`src/rtl/interp_sweep_ctrl.sv`:
```
// Sweep sequencer for the LUT-interpolation datapath: steps x through a range,
// captures linear/quadratic/exact results and tracks worst-case error per method.
//
// state   | meaning
// --------+--------------------------------------------------------------
// IDLE    | waiting for start after reset
// WAIT    | x_input applied, counting out datapath latency
// CAPTURE | datapath outputs valid; next edge samples errors and updates maxima
// DONE    | sweep finished; results held until the next accepted start
module interp_sweep_ctrl #(
   parameter int LATENCY = 2
) (
   input  logic       clk,
   input  logic       rst,
   input  logic       start,
   input  logic [7:0] x_start,
   input  logic [7:0] x_end,
   output logic [7:0] x_input,
   input  logic [7:0] y_output_linear,
   input  logic [7:0] y_output_quadratic,
   input  logic [7:0] y_output_exact,
   output logic       busy,
   output logic       done,
   output logic       sample_valid,
   output logic [7:0] sample_x,
   output logic [7:0] err_lin,
   output logic [7:0] err_quad,
   output logic [7:0] max_err_lin,
   output logic [7:0] max_err_quad,
   output logic [7:0] max_x_lin,
   output logic [7:0] max_x_quad
);

   typedef enum logic [1:0] {
      IDLE    = 2'd0,
      WAIT    = 2'd1,
      CAPTURE = 2'd2,
      DONE    = 2'd3
   } state_t;

   localparam logic [3:0] LAT_M1 = 4'(LATENCY - 1);

   state_t     state_q, state_d;
   logic [3:0] cnt_q, cnt_d;
   logic [7:0] x_end_q, x_end_d;
   logic [7:0] x_in_q, x_in_d;
   logic       busy_q, busy_d;
   logic       done_q, done_d;
   logic       sv_q, sv_d;
   logic [7:0] sample_x_q, sample_x_d;
   logic [7:0] err_lin_q, err_lin_d;
   logic [7:0] err_quad_q, err_quad_d;
   logic [7:0] max_lin_q, max_lin_d;
   logic [7:0] max_quad_q, max_quad_d;
   logic [7:0] max_x_lin_q, max_x_lin_d;
   logic [7:0] max_x_quad_q, max_x_quad_d;
   logic [7:0] diff_lin, diff_quad;

   function automatic logic [7:0] abs_diff(input logic [7:0] a, input logic [7:0] b);
      return (a >= b) ? (a - b) : (b - a);
   endfunction

   assign diff_lin  = abs_diff(y_output_linear, y_output_exact);
   assign diff_quad = abs_diff(y_output_quadratic, y_output_exact);

   always_comb begin
      state_d      = state_q;
      cnt_d        = cnt_q;
      x_end_d      = x_end_q;
      x_in_d       = x_in_q;
      busy_d       = busy_q;
      done_d       = done_q;
      sv_d         = 1'b0;
      sample_x_d   = sample_x_q;
      err_lin_d    = err_lin_q;
      err_quad_d   = err_quad_q;
      max_lin_d    = max_lin_q;
      max_quad_d   = max_quad_q;
      max_x_lin_d  = max_x_lin_q;
      max_x_quad_d = max_x_quad_q;

      case (state_q)
         IDLE, DONE: begin
            if (start) begin
               x_end_d      = x_end;
               x_in_d       = x_start;
               cnt_d        = 4'd0;
               max_lin_d    = 8'd0;
               max_quad_d   = 8'd0;
               max_x_lin_d  = 8'd0;
               max_x_quad_d = 8'd0;
               done_d       = 1'b0;
               busy_d       = 1'b1;
               state_d      = WAIT;
            end
         end
         WAIT: begin
            cnt_d = cnt_q + 4'd1;
            if (cnt_q == LAT_M1) state_d = CAPTURE;
         end
         CAPTURE: begin
            sample_x_d = x_in_q;
            err_lin_d  = diff_lin;
            err_quad_d = diff_quad;
            sv_d       = 1'b1;
            // strict compare: on a tie the earlier x is kept
            if (diff_lin > max_lin_q) begin
               max_lin_d   = diff_lin;
               max_x_lin_d = x_in_q;
            end
            if (diff_quad > max_quad_q) begin
               max_quad_d   = diff_quad;
               max_x_quad_d = x_in_q;
            end
            if (x_in_q == x_end_q) begin
               busy_d  = 1'b0;
               done_d  = 1'b1;
               state_d = DONE;
            end else begin
               x_in_d  = x_in_q + 8'd1;
               cnt_d   = 4'd0;
               state_d = WAIT;
            end
         end
         default: state_d = IDLE;
      endcase
   end

   always_ff @(posedge clk) begin
      if (rst) begin
         state_q      <= IDLE;
         cnt_q        <= 4'd0;
         x_end_q      <= 8'd0;
         x_in_q       <= 8'd0;
         busy_q       <= 1'b0;
         done_q       <= 1'b0;
         sv_q         <= 1'b0;
         sample_x_q   <= 8'd0;
         err_lin_q    <= 8'd0;
         err_quad_q   <= 8'd0;
         max_lin_q    <= 8'd0;
         max_quad_q   <= 8'd0;
         max_x_lin_q  <= 8'd0;
         max_x_quad_q <= 8'd0;
      end else begin
         state_q      <= state_d;
         cnt_q        <= cnt_d;
         x_end_q      <= x_end_d;
         x_in_q       <= x_in_d;
         busy_q       <= busy_d;
         done_q       <= done_d;
         sv_q         <= sv_d;
         sample_x_q   <= sample_x_d;
         err_lin_q    <= err_lin_d;
         err_quad_q   <= err_quad_d;
         max_lin_q    <= max_lin_d;
         max_quad_q   <= max_quad_d;
         max_x_lin_q  <= max_x_lin_d;
         max_x_quad_q <= max_x_quad_d;
      end
   end

   assign x_input      = x_in_q;
   assign busy         = busy_q;
   assign done         = done_q;
   assign sample_valid = sv_q;
   assign sample_x     = sample_x_q;
   assign err_lin      = err_lin_q;
   assign err_quad     = err_quad_q;
   assign max_err_lin  = max_lin_q;
   assign max_err_quad = max_quad_q;
   assign max_x_lin    = max_x_lin_q;
   assign max_x_quad   = max_x_quad_q;

endmodule

```
`config.mk`:
```
export PLATFORM = sky130hd
export DESIGN_NAME = interp_sweep_ctrl
export DESIGN_NICKNAME = d
export VERILOG_FILES = /design/src/rtl/interp_sweep_ctrl.sv
export SDC_FILE = /design/constraint.sdc
export NUM_CORES = 1
export LEC_CHECK = 0
export CAP_MARGIN = 20
export CORE_MARGIN = 1.5
export CORE_UTILIZATION = 51
export CTS_CLUSTER_DIAMETER = 100
export DETAILED_ROUTE_END_ITERATION = 7
export PLACE_DENSITY_LB_ADDON = 0.1
export SLEW_MARGIN = 20
export SYNTH_ARGS = -nofsm -noshare
export SYNTH_HDL_FRONTEND = slang
export SYNTH_SLANG_ARGS = --single-unit
```
`constraint.sdc`:
```
create_clock -name clk -period 5.2 [get_ports clk]
set_input_delay 1.04 -clock clk [delete_from_list [all_inputs] [get_ports clk]]
set_output_delay 1.04 -clock clk [all_outputs]
set_load 0.02 [all_outputs]
```
==> results of run 1 <==
## logic make-up after synthesis
logic type | synth area share
buf+inv | 0.06444
fa+ha+maj | 0.1481
flops | 0.3288
compound gates | 0.2116
xor+xnor | 0.03552
simple gates | 0.1763
mux | 0.03526
## synth_stat cells (6+ instances only)
cell type / n / area share
xnor2_1: 14 / 0.025
ha_1: 52 / 0.13
o21ai_0: 13 / 0.013
nand2_1: 68 / 0.052
nand3_1: 21 / 0.021
and2_1: 10 / 0.013
xor2_1: 6 / 0.011
inv_1: 49 / 0.037
a21oi_1: 64 / 0.065
a32o_1: 13 / 0.026
clkbuf_1: 16 / 0.012
o21a_1: 13 / 0.020
buf_2: 8 / 0.0081
a31oi_1: 6 / 0.0076
dfxtp_1: 81 / 0.33
a221oi_1: 6 / 0.011
a21o_1: 13 / 0.020
mux2i_1: 14 / 0.028
nor2_1: 54 / 0.041
a211oi_1: 6 / 0.0091
## critical path: stages
cell,delay (ps)
clkdlybuf4s50_1,510
ha_1,180
inv_1,50
fa_1,390
nand3_1,140
nand3_2,100
a41oi_4,410
mux2i_1,300
xor2_1,290
ha_1,310
and4_1,210
a31oi_1,170
o21ai_1,100
a21o_1,260
nor2_1,390
a32o_1,180
## state kept, by name (all words and copies together), names as in the netlist
register,cells
sample_x,8
x_input,8
busy,1
max_err_lin,8
err_lin,8
max_err_quad,8
max_x_lin,8
state_q,2
cnt_q,4
sample_valid,1
err_quad,8
done,1
x_end_q,8
max_x_quad,8
## through the flow
stage	cell area (µm²)	hold slack [ps]	setup slack, ps	util	power, mW
2_1_floorplan	4932	448.8	1031	-	1.010
4_1_cts	6364	466.1	473.9	0.6822	1.751
3_5_place_dp	6110	451.5	105.9	0.6550	1.163
3_3_place_gp	6110	443.2	307.2	0.6550	1.145
5_1_grt	6364	490.7	248.1	0.6822	1.838
6_report	6364	463.8	462.8	0.6822	1.747
## path summary, 6_finish.rpt
| kind | slack (ps) | start | depth (start not counted) | to |
|---|---|---|---|---|
| max | 460 | y_output_exact[0] | 16 | max_err_quad[4]$_SDFFE_PP0P_ |
| min | 460 | max_x_lin[6]$_SDFFE_PP0P_ | 2 | max_x_lin[6]$_SDFFE_PP0P_ |
| max reg2reg | 2630 | state_q[0]$_SDFFE_PP0P_ | 8 | max_err_quad[4]$_SDFFE_PP0P_ |
| min reg2reg | 460 | max_x_lin[6]$_SDFFE_PP0P_ | 2 | max_x_lin[6]$_SDFFE_PP0P_ |
## area by class of cell
class	count	area (µm²)
clock buffer	9	123.9
clock inverter	7	130.1
fill	814	2964
inverter	50	187.7
multi-input combinational	436	2993
sequential	81	1622
tap	129	161.4
timing repair buffer	117	1146
## routing by layer
layer / part of all wire / track usage / wire [µm]
met2: 0.50 / 0.4399 / 6374
met4: 0.019 / 0.1015 / 246
met5: 0 / 0 / 0
met1: 0.43 / 0.3046 / 5483
met3: 0.047 / 0.04003 / 593
## report_power, final
group | leakage [nW] | switching [mW] | internal (mW)
logic | 1.78 | 0.284 | 0.205
clock network | 0.128 | 0.261 | 0.329
registers | 0.656 | 0.0280 | 0.640
==> summary.md, run 1 <==
| Metric | Value |
|---|---|
| Antenna violations before repair | `0` |
| Commonest non-fill, non-tap cell in the layout | `clkdlybuf4s50_1` |
| Setup crit end kind | `register` |
| Share of layout cells above drive strength 1 | `0.05714` |
| # setup viols final | `0` |
| GPL Wtd Cong | `0.8893` |
| Number of global-route vias before repair | `4471` |
| PwrDens | `274.5 nW/µm²` |
| IO buf count | `109` |
| Crit-path max FO | `9` |
| Asr flop ratio synth | `0` |
| Mapped cell area | `4932 µm²` |
| Core area | `9328 µm²` |
| Total Wirelength | `12700 µm` |
| CP Class | `in -> reg` |
| Min Tclk post-route | `4737 ps` |
| CTS resizes | `0` |
| Seq/Total Area, Yosys | `0.3288` |
| CP Data Required Time | `5510 ps` |
| WL/cell | `15.32 µm` |
| EDFF count, synth | `0` |
| Synth Register Bits | `81` |
| CTS Buf Count | `9` |
| Post-synthesis area per instance | `8.289 µm²` |
| Max-slew violation count | `0` |
| Synth-to-layout area growth | `29.02%` |
| Initial core utilization | `0.5288` |
| N_diodes | `0` |
| Clk root buf | `clkbuf_8` |
| Period utilization | `0.9110` |
| Die area | `10270 µm²` |
| Max-Cap Viols | `0` |
| CTS sink cnt | `81` |
| Antenna-violating nets left | `0` |
| Final Hold Fails | `0` |
| Outcome | `completed` |
| Chip height | `101.3 µm` |
| H-Tree Depth | `3` |
| Startpoint types | `input pin` |
| Commonest cells after routing, fill and taps aside | `108 x clkdlybuf4s50_1, 81 x dfxtp_1, 68 x nand2_1` |
| Final non-filler cell total | `829` |
| Leakage | `2.561 nW` |
| Hold Path Class | `reg -> reg` |
| Mapped Nets | `694` |
| Critical path arrival | `5050 ps` |
| Most used DFF post-synth | `dfxtp_1` |
| Largest net degree at the start of global routing | `65` |
| Synthesized instance count | `595` |
| DRC | `0` |
| Unrepaired setup endpoints after global routing | `no` |
| Die Wd | `101.3 µm` |
| Clock transition at path regs | `100 ps` |
| DR vias/cell | `5.615` |
| Clock Latency Late Sink | `360 ps` |
| Grt total ovfl | `0` |
| Row count | `35` |
| Worst vdd rail ir drop | `132.8 µV` |
| TritonRoute pass-1 iters | `4` |
| Yosys cell types | `50` |
| Clock skew | `15.20 ps` |
| First-pass GRT wire length | `20460 µm` |
| Ys Warns | `0` |
| CTS tree | `yes` |
| DR vias | `4655` |
| Slew headroom | `0.4831` |
| Placed Cells | `813` |
| Fmax | `0.2111 GHz` |
| GRT Total Usage | `0.2500` |
| Post-CTS setup buffers | `0` |
| Sum Neg Setup Slack | `0 ps` |
| 1st-iter DRT viols | `143` |
| IO Pins | `110` |
| Final nets | `794` |
| Dpl hpwl | `9498 µm` |
| Clock Path Buffers | `2` |
| Measured slew at the worst slew-check pin | `770.7 ps` |
| Hold_buf cts | `0` |
No activity file was read; power rests on OpenSTA's default activity.
==> inputs of run 2 (changes only) <==
Settings changed: ABC_AREA set to 1, CORE_UTILIZATION 51 to 53, SKIP_LAST_GASP set to 1.
==> summary.md, run 2 <==
| Metric | Value |
|---|---|
| Outcome | `completed` |
| Worst vdd rail ir drop | `278.2 µV (+110%)` |
| FF-to-FF setup slack | `1750 ps (-880 ps)` |
| Synth Register Bits | `81 (unchanged)` |
| Startpoint types | `input pin` |
| PnR worst setup slack | `887.0 ps (+424.2 ps)` |
| PwrDens | `422.1 nW/µm² (+54%)` |
| Mapped Nets | `1000 (+44%)` |
| Post-CTS setup buffers | `0 (unchanged)` |
| Crit-path max FO | `15 (+6)` |
| Grt total ovfl | `0 (unchanged)` |
| Dpl hpwl | `10520 µm (+11%)` |
| Util after Layout | `0.6802 (-0.002067)` |
| Placed Cells | `1121 (+38%)` |
| N_diodes | `0 (unchanged)` |
| First-pass GRT wire length | `23740 µm (+16%)` |
| P_sw | `1.284 mW (+120%)` |
| Core area | `10320 µm² (+11%)` |
| Largest net degree at the start of global routing | `46 (-29%)` |
| EDFF count, synth | `0 (unchanged)` |
| CP Data Required Time | `5460 ps (-50 ps)` |
| Switching part of the total | `0.4333 (+0.1055)` |
| Register area | `1622 µm² (unchanged)` |
| Die Wd | `106.3 µm (+4.9%)` |
| Final non-filler cell total | `1137 (+37%)` |
| GPL Wtd Cong | `0.8757 (-1.5%)` |
| CP Class | `in -> reg` |
| Most used DFF post-synth | `dfxtp_1` |
| Sequential Power Share | `0.309 (-0.073)` |
| Critical path arrival | `4570 ps (-480 ps)` |
| Setup crit end kind | `register` |
| Clock power share | `0.181 (-0.157)` |
| Chip height | `106.3 µm (+4.9%)` |
| Final nets | `1095 (+38%)` |
| Initial core utilization | `0.5479 (+0.01916)` |
| Share of layout cells above drive strength 1 | `0.03696 (-0.02018)` |
| Min-delay src | `sample_x[4]$_SDFFE_PP0P_` |
| Xor/xnor share of the synthesized area | `0.03097 (-0.004548)` |
| Mapped cell area | `5657 µm² (+15%)` |
| DR vias/cell | `4.922 (-12%)` |
| Synthesized instance count | `901 (+51%)` |
| Multi-input gate area | `3326 µm² (+11%)` |
| CTS tree | `yes` |
| Clock skew | `13.93 ps (-1.271 ps)` |
| Internal power | `1.679 mW (+43%)` |
| Seq/Total Area, Yosys | `0.2867 (-0.04210)` |
| H-Tree Depth | `3 (unchanged)` |
| DRC | `0 (unchanged)` |
| Commonest cells after routing, fill and taps aside | `283 x nand2_1, 139 x inv_1, 125 x nor2_1` |
| Area fraction in compound gates after synthesis | `0.09555 (-0.1160)` |
| Worst r2r src | `state_q[0]$_SDFFE_PP0P_` |
| Sum Neg Setup Slack | `0 ps (unchanged)` |
| GRT Total Usage | `0.2583 (+0.008285)` |
| # setup viols final | `0 (unchanged)` |
| 1st-iter DRT viols | `258 (+80%)` |
| TritonRoute pass-1 iters | `6 (+2)` |
| Max-Cap Viols | `0 (unchanged)` |
| Hold Path Class | `reg -> reg` |
| Post-synth top area share | `0.2867 (-0.04210)` |
| Fmax | `0.2319 GHz (+9.8%)` |
| Hold Path End | `sample_x[4]$_SDFFE_PP0P_` |
| Row count | `37 (+5.7%)` |
| Total Wirelength | `14090 µm (+11%)` |
| CTS Buf Count | `9 (unchanged)` |
| Die area | `11300 µm² (+10%)` |
| Synth cell count leaders | `283 x nand2_1, 140 x inv_1, 125 x nor2_1, 81 x dfxtp_1, 60 x a21oi_1` |
| Top cells by area, synth | `dfxtp_1 29%, nand2_1 19%, ha_1 12%` |
| Worst Hold Depth | `2 (unchanged)` |
| CTS sink cnt | `81 (unchanged)` |
| Final Hold Fails | `0 (unchanged)` |
| Asr flop ratio synth | `0 (unchanged)` |
| Largest family of logic cells by synthesized area | `simple AND/OR/NAND/NOR gates` |
| # fillers | `996 (+22%)` |
| Synth Area in Simple Gates | `0.3322 (+0.1559)` |
| Synth-to-layout area growth | `24.13%` |
| Clk root buf | `clkbuf_8` |
| Combinational fraction of design power | `0.510 (+0.230)` |
| Unrepaired setup endpoints after global routing | `no` |
| Slew headroom | `0.3395 (-0.1436)` |
| Yosys cell types | `29 (-42%)` |
| IO buf count | `109 (unchanged)` |
| DR vias | `5596 (+20%)` |
| CTS resizes | `0 (unchanged)` |
| Leakage | `3.564 nW (+39%)` |
| Antenna-violating nets left | `0 (unchanged)` |
| Ys Warns | `0 (unchanged)` |
| Clock Latency Late Sink | `360 ps (about the same)` |
| Place WS | `514.9 ps (+409.0 ps)` |
| R2R cell count | `9 (+1)` |
| Adder-Cell Fraction of Synth Area | `0.1292 (-0.01897)` |
| Most common cell in the synthesized netlist | `nand2_1` |
| Number of global-route vias before repair | `5130 (+15%)` |
| IO Pins | `110 (unchanged)` |
| Reg2reg end | `max_x_lin[5]$_SDFFE_PP0P_` |
| Mux cell area share after synthesis | `0 (-0.03526)` |
| Period utilization | `0.8294 (-0.08158)` |
| Clock Path Buffers | `2 (unchanged)` |
| Measured slew at the worst slew-check pin | `990.7 ps (+220.0 ps)` |
| Antenna violations before repair | `0 (unchanged)` |
| Post-synthesis area per instance | `6.278 µm² (-24%)` |
| Commonest non-fill, non-tap cell in the layout | `nand2_1` |
| Clock transition at path regs | `90 ps (about the same)` |
| WL/cell | `12.39 µm (-19%)` |
| Hold_buf cts | `0 (unchanged)` |
| Max-slew violation count | `0 (unchanged)` |
| Synth area leader | `dfxtp_1` |
| Min Tclk post-route | `4313 ps (-424.2 ps)` |
-- run 2: kinds of logic after synthesis --
family	Yosys count
adders and majority gates	56
xor gates and xnor gates	20
AOI/OAI and AO/OA	98
and+or+nand+nor	470
DFF	81
buffers and inverters	176
-- run 2: worst max-delay path by stage --
stage,cells after the start,to,slack (ps),startpoint
6_report,22,max_x_lin[0]$_SDFFE_PP0P_,890,y_output_exact[1]
5_1_grt,25,max_x_lin[1]$_SDFFE_PP0P_,380,y_output_exact[1]
4_1_cts,22,max_x_lin[0]$_SDFFE_PP0P_,880,y_output_exact[1]
3_5_place_dp,22,max_x_lin[0]$_SDFFE_PP0P_,510,y_output_exact[1]
3_3_place_gp,22,max_x_lin[7]$_SDFFE_PP0P_,600,y_output_exact[1]
2_1_floorplan,23,max_err_lin[0]$_SDFFE_PP0P_,1620,y_output_linear[0]
-- run 2: area by class of cell --
cell class,instances,area share
multi-input combinational,644,0.4736
sequential,81,0.2309
timing repair buffer,113,0.1597
inverter,147,0.07858
tap,136,0.02423
clock buffer,9,0.01764
clock inverter,7,0.01532
-- run 2: worst max-delay path, stage by stage --
cell	delay (ps)
clkdlybuf4s50_1	600
inv_1	170
fa_1	460
nand3_1	80
nand2_1	100
nand2_1	110
nand2_1	70
nor2_2	190
nand3_1	120
nand2_1	70
inv_1	40
ha_1	280
a21o_1	180
nor2_1	90
nand2_1	60
nand2_1	50
nand2_1	40
nand2_1	350
buf_4	290
nand2_1	80
nand2_1	60
nor2_1	40
-- run 2: layer usage --
metal / global-route usage / part of all wire / up-vias
met2: 0.4189 / 0.44 / 135
met1: 0.3646 / 0.50 / 2499
met3: 0.03985 / 0.050 / 11
li1: - / - / 2951
met4: 0.05019 / 0.0089 / 0
met5: 0 / 0 / -
-- run 2: power groups by stage --
stage                     clock network (mW)  logic [mW]  registers [mW]
after floorplan                            0       0.875            1.06
after global placement                     0        1.48           0.924
after detailed placement                   0        1.50           0.924
after CTS                              0.545        1.51           0.913
after global routing                   0.569        1.71           0.933
final                                  0.536        1.51           0.915
-- run 2: through the flow --
stage	power (mW)	hold slack [ps]	cell area (µm²)
6_report	2.964	466.2	7022
5_1_grt	3.215	480.8	7022
4_1_cts	2.969	468.1	7022
3_5_place_dp	2.423	454.7	6790
3_3_place_gp	2.404	449.6	6790
2_1_floorplan	1.933	466.2	5657
